[config.mk]
export PLATFORM = sky130hd
export DESIGN_NAME = dmem_arbiter
export DESIGN_NICKNAME = d
export VERILOG_FILES = /design/src/rtl/dmem_arb_pkg.sv /design/src/rtl/dmem_arb_starve.sv /design/src/rtl/dmem_arbiter.sv
export SDC_FILE = /design/constraint.sdc
export NUM_CORES = 1
export LEC_CHECK = 0
export BUFFER_PORTS_ARGS = -buffer_cell sky130_fd_sc_hd__buf_2
export CAP_MARGIN = 20
export CORE_ASPECT_RATIO = 1.75
export CORE_UTILIZATION = 34
export CTS_CLUSTER_SIZE = 24
export DETAILED_ROUTE_END_ITERATION = 10
export GPL_TIMING_DRIVEN = 1
export PLACE_DENSITY = 0.66
export SLEW_MARGIN = 0
export SYNTH_ARGS = -nofsm -noshare
export SYNTH_HDL_FRONTEND = slang
export SYNTH_HIERARCHICAL = 1
export SYNTH_SLANG_ARGS = --single-unit
[constraint.sdc]
create_clock -name clk -period 1.34 [get_ports clk]
set_input_delay 0.067 -clock clk [delete_from_list [all_inputs] [get_ports clk]]
set_output_delay 0.067 -clock clk [all_outputs]
set_load 0.02 [all_outputs]
[src/rtl/dmem_arb_pkg.sv]
// Shared definitions for the data-memory arbiter.
//   owner_e : who owns the memory access issued in a given cycle
//   CNT_W   : width of the DMA starvation counter
package dmem_arb_pkg;

   localparam int unsigned CNT_W = 4;

   typedef enum logic [1:0] {
      OWN_NONE = 2'd0,
      OWN_CPU  = 2'd1,
      OWN_DMA  = 2'd2
   } owner_e;

endpackage

[src/rtl/dmem_arb_starve.sv]
// DMA starvation counter for the data-memory arbiter.
// Counts consecutive contested cycles that DMA loses. Once the count reaches
// StarveLim, force_dma_o hands DMA the next contested cycle.
// Ports:
//   clk_i, rst_i  : clock, synchronous active-high reset
//   cpu_req_i     : CPU is requesting this cycle
//   dma_req_i     : DMA is requesting this cycle
//   dma_win_i     : DMA is granted this cycle
//   force_dma_o   : DMA must win a contest this cycle
module dmem_arb_starve
   import dmem_arb_pkg::*;
#(
   parameter int unsigned StarveLim = 4
) (
   input  logic clk_i,
   input  logic rst_i,
   input  logic cpu_req_i,
   input  logic dma_req_i,
   input  logic dma_win_i,
   output logic force_dma_o
);

   localparam logic [CNT_W-1:0] Lim = CNT_W'(StarveLim);

   logic [CNT_W-1:0] cnt_q, cnt_d;

   always_comb begin
      cnt_d = '0;
      // Only a contested cycle that DMA loses advances the count; DMA idle or
      // served (which includes uncontested DMA cycles) clears it.
      if (dma_req_i && cpu_req_i && !dma_win_i) begin
         cnt_d = cnt_q + 1'b1;
      end
   end

   always_ff @(posedge clk_i) begin
      if (rst_i) begin
         cnt_q <= '0;
      end else begin
         cnt_q <= cnt_d;
      end
   end

   assign force_dma_o = (cnt_q == Lim);

endmodule

[src/rtl/dmem_arbiter.sv]
// Single-port data-memory arbiter between a CPU and a DMA/loader.
// CPU wins contests; with macro DMEM_ARB_FAIR_EN defined, a starvation counter
// hands DMA one contested cycle after STARVE_LIM consecutive losses. Without
// it, priority is strictly CPU-first.
// Ports:
//   clk, rst                         : clock, synchronous active-high reset
//   cpu_req/we/addr/wdata            : CPU request
//   cpu_stall, cpu_rdata, cpu_rvalid : CPU not-served flag, load return
//   dma_req/we/addr/wdata            : DMA request
//   dma_gnt, dma_rdata, dma_rvalid   : DMA grant, load return
//   mem_en/we/addr/wdata, mem_rdata  : memory command, read data (1-cycle)
module dmem_arbiter
   import dmem_arb_pkg::*;
#(
   parameter int unsigned ADDR_W     = 32,
   parameter int unsigned DATA_W     = 32,
   parameter int unsigned STARVE_LIM = 4
) (
   input  logic              clk,
   input  logic              rst,
   input  logic              cpu_req,
   input  logic              cpu_we,
   input  logic [ADDR_W-1:0] cpu_addr,
   input  logic [DATA_W-1:0] cpu_wdata,
   output logic              cpu_stall,
   output logic [DATA_W-1:0] cpu_rdata,
   output logic              cpu_rvalid,
   input  logic              dma_req,
   input  logic              dma_we,
   input  logic [ADDR_W-1:0] dma_addr,
   input  logic [DATA_W-1:0] dma_wdata,
   output logic              dma_gnt,
   output logic [DATA_W-1:0] dma_rdata,
   output logic              dma_rvalid,
   output logic              mem_en,
   output logic              mem_we,
   output logic [ADDR_W-1:0] mem_addr,
   output logic [DATA_W-1:0] mem_wdata,
   input  logic [DATA_W-1:0] mem_rdata
);

   if (STARVE_LIM < 1 || STARVE_LIM > 15) begin : g_bad_lim
      $error("dmem_arbiter: STARVE_LIM must be in 1..15");
   end

   owner_e            own_q, own_d;
   logic              we_q, we_d;
   logic [DATA_W-1:0] cpu_rdata_q, cpu_rdata_d;
   logic [DATA_W-1:0] dma_rdata_q, dma_rdata_d;
   logic              cpu_win, dma_win, force_dma;

`ifdef DMEM_ARB_FAIR_EN
   dmem_arb_starve #(
      .StarveLim (STARVE_LIM)
   ) u_starve (
      .clk_i       (clk),
      .rst_i       (rst),
      .cpu_req_i   (cpu_req),
      .dma_req_i   (dma_req),
      .dma_win_i   (dma_win),
      .force_dma_o (force_dma)
   );
`else
   assign force_dma = 1'b0;
`endif

   always_comb begin
      // Nobody is granted while in reset.
      cpu_win = !rst && cpu_req && !(dma_req && force_dma);
      dma_win = !rst && dma_req && !cpu_win;

      cpu_stall = cpu_req && !cpu_win;
      dma_gnt   = dma_win;

      mem_en    = cpu_win || dma_win;
      mem_we    = 1'b0;
      mem_addr  = '0;
      mem_wdata = '0;
      own_d     = OWN_NONE;
      we_d      = 1'b0;
      if (cpu_win) begin
         mem_we    = cpu_we;
         mem_addr  = cpu_addr;
         mem_wdata = cpu_wdata;
         own_d     = OWN_CPU;
         we_d      = cpu_we;
      end else if (dma_win) begin
         mem_we    = dma_we;
         mem_addr  = dma_addr;
         mem_wdata = dma_wdata;
         own_d     = OWN_DMA;
         we_d      = dma_we;
      end

      // Read data returns the cycle after the grant; gating with rst drops a
      // read that was in flight when reset arrived.
      cpu_rvalid = !rst && (own_q == OWN_CPU) && !we_q;
      dma_rvalid = !rst && (own_q == OWN_DMA) && !we_q;

      cpu_rdata = rst ? '0 : (cpu_rvalid ? mem_rdata : cpu_rdata_q);
      dma_rdata = rst ? '0 : (dma_rvalid ? mem_rdata : dma_rdata_q);
      cpu_rdata_d = cpu_rdata;
      dma_rdata_d = dma_rdata;
   end

   always_ff @(posedge clk) begin
      if (rst) begin
         own_q       <= OWN_NONE;
         we_q        <= 1'b0;
         cpu_rdata_q <= '0;
         dma_rdata_q <= '0;
      end else begin
         own_q       <= own_d;
         we_q        <= we_d;
         cpu_rdata_q <= cpu_rdata_d;
         dma_rdata_q <= dma_rdata_d;
      end
   end

endmodule

==> results.cfg <==
[status]
status = finished with violations
violations = setup timing

[clock_tree]
cts_buffer_depth = 2
clkSinkCount = 67
cts_tree = built
cts_root_buffer = clkbuf_16
htree_levels = 3
insertion_delay_ns = 0.33
clk_pin_slew_worst_paths_ns = 0.06
cts_buffers = 9

[run]
drv_cap = 0

[detailed_routing]
drt_first_pass_iters = 4
postRouteAntennaNets = 0
route.detailed.drc = 0
wirelength_microns = 17300
wl_per_cell_microns = 16.6
vias_per_cell = 4.90
first_iter_violations = 224
vias = 5106

[floorplanning]
floorplan.initialDensity = 0.350
die_width_microns = 91.0
die-area_sq_um = 14300
num_io_pins = 300
core_sq_um = 13500
rows = 56
fp.dieH_microns = 158

[sta]
maxSlewHeadroom = 0.787
tns_ns = -27.56
fmax_mhz = 550
drv_slew = 0
hold_viol_final = 0
fin_crit_sh = 1.36
fin_crit_ns = 1.82
rsz0062_at_grt = yes
final-setup-viol-count = 97
timing.final.ws_setup_ns = -0.478
tightest_slew_ns = 0.319
finClkSkew_ns = 0.00579

[setup_path]
cp-end-kind = primary output
cp.required_ns = 1.27
worst-setup-path-type = flop to primary output
critPathLaunchType = flop
rrSetupSlack_ns = -0.11
critPathArrivalTime_ns = 1.75
critPathMaxFanout = 33

[power]
p_per_area_nw_per_um2 = 839
power_uw = 6730
vdd_drop_max_mv = 0.511
leakage_uw = 0.00368

[synthesis]
ys_seq_elements = 67
synthDistinctLibCells = 18
synth_fp_nets = 718
avgSynthCellArea_sq_um = 8.53
ys_seq_area_frac = 0.285
syn_inst = 552
yosys_warnings = 6
syn_area_sq_um = 4710

[layout]
diodes = 0
drive_gt1_frac = 0.510
final_nets = 1029
fillers = 1221
syn2layout_area_growth_pct = 70.4

[place]
place_congestion = 0.779
hpwl_microns = 12900
place.port_buffers = 299

[global_route]
track_usage = 0.232
use_met1 = 0.277
grt_max_degree = 83
grtUsageMet2 = 0.412
antenna_found_initial = 0
overflow = 0
busiest_layer = met2
grt_pass1_wl_microns = 25600
gr-usage-met3 = 0.0557
grt_pass1_vias = 4804

[hold_path]
hold_path_class = input port to flop
kinds of logic after synthesis:
kind of cell,after synthesis,share of synthesized area
buf+inv,55,0.0757
compound gates,66,0.0701
flops,67,0.285
mux,128,0.272
simple gates,236,0.297
Yosys cell counts:
library cell	n	area, sq um
a21oi_1	66	330
and2_1	1	6.26
buf_1	2	7.51
buf_12	6	120
buf_2	18	90.1
buf_4	6	45.0
buf_6	1	11.3
clkbuf_1	22	82.6
dfxtp_1	67	1340
mux2i_1	128	1280
nand2_1	65	244
nand2b_1	96	601
nand3b_1	65	488
nor2_1	2	7.51
nor2b_1	1	6.26
nor3b_1	3	22.5
nor4b_1	2	17.5
or3b_1	1	8.76
worst max-delay path: stages (launching register included):
cell     delay [ns]
dfxtp_2        0.36
or3b_4         0.43
buf_12         0.21
mux2i_2        0.20
buf_2          0.20
what timing repair did:
item | CTS | global route
pin swaps | 1 | 1
setup endpoints to repair | 84 | 101
buffers inserted | 7 | 13
cloned | 2 | 1
hold buffers | 0 | 0
gates resized for setup | 106 | 12
per-layer routing:
metal | part of all wire | wire length, microns
met5 | 0 | 0
met4 | 0.016 | 278
met3 | 0.073 | 1270
met2 | 0.50 | 8700
met1 | 0.41 | 7100
layout by cell type (no fill, tap or decap), types with 10 or more instances in the layout:
cell type    n
mux2i_2     31
dfxtp_1     64
nand3b_1    65
buf_2      242
buf_6       39
mux2i_1     63
nand2_1     65
a21oi_1     66
clkbuf_16   10
mux2i_4     34
buf_4       50
nand2b_1    96
buf_12      17
power by group:
group          internal, uW  switching, uW
clock                  1830            937
sequential             2070           23.7
combinational           878            986
cell type report:
cell class                      count  area, sq um  area share
Sequential cell                    67         1350       0.168
Tap cell                          174          218      0.0271
Timing Repair Buffer              355         2520       0.314
Clock buffer                        9          225      0.0281
Multi-Input combinational cell    430         3600       0.448
Clock inverter                      7          121      0.0151
through the flow:
step           setup WS [ns]   util  hold WS [ns]  cell area [sq um]  cells
2_1_floorplan        -0.0550      -         0.234               5270    552
3_3_place_gp          -0.130  0.526         0.406               7070   1005
3_5_place_dp          -0.141  0.526         0.409               7070   1005
4_1_cts               -0.479  0.586        0.0497               7890   1030
5_1_grt               -0.509  0.597        0.0700               8030   1042
6_report              -0.478  0.597        0.0497               8030   1042
final timing paths:
check	from	cells after the start	to
worst min register to register	cpu_rdata_q[10]	2	cpu_rdata_q[10]
worst max-delay path	own_q[0]	4	cpu_rdata[10]
worst min-delay path	cpu_we	3	we_q
worst max register to register	own_q[0]	7	dma_rdata_q[14]
state kept, by name, summed over array words and instances, names as in the netlist:
name,count
cpu_rdata_q,32
dma_rdata_q,32
own_q,2
we_q,1
(Power assumes the default switching activity.)
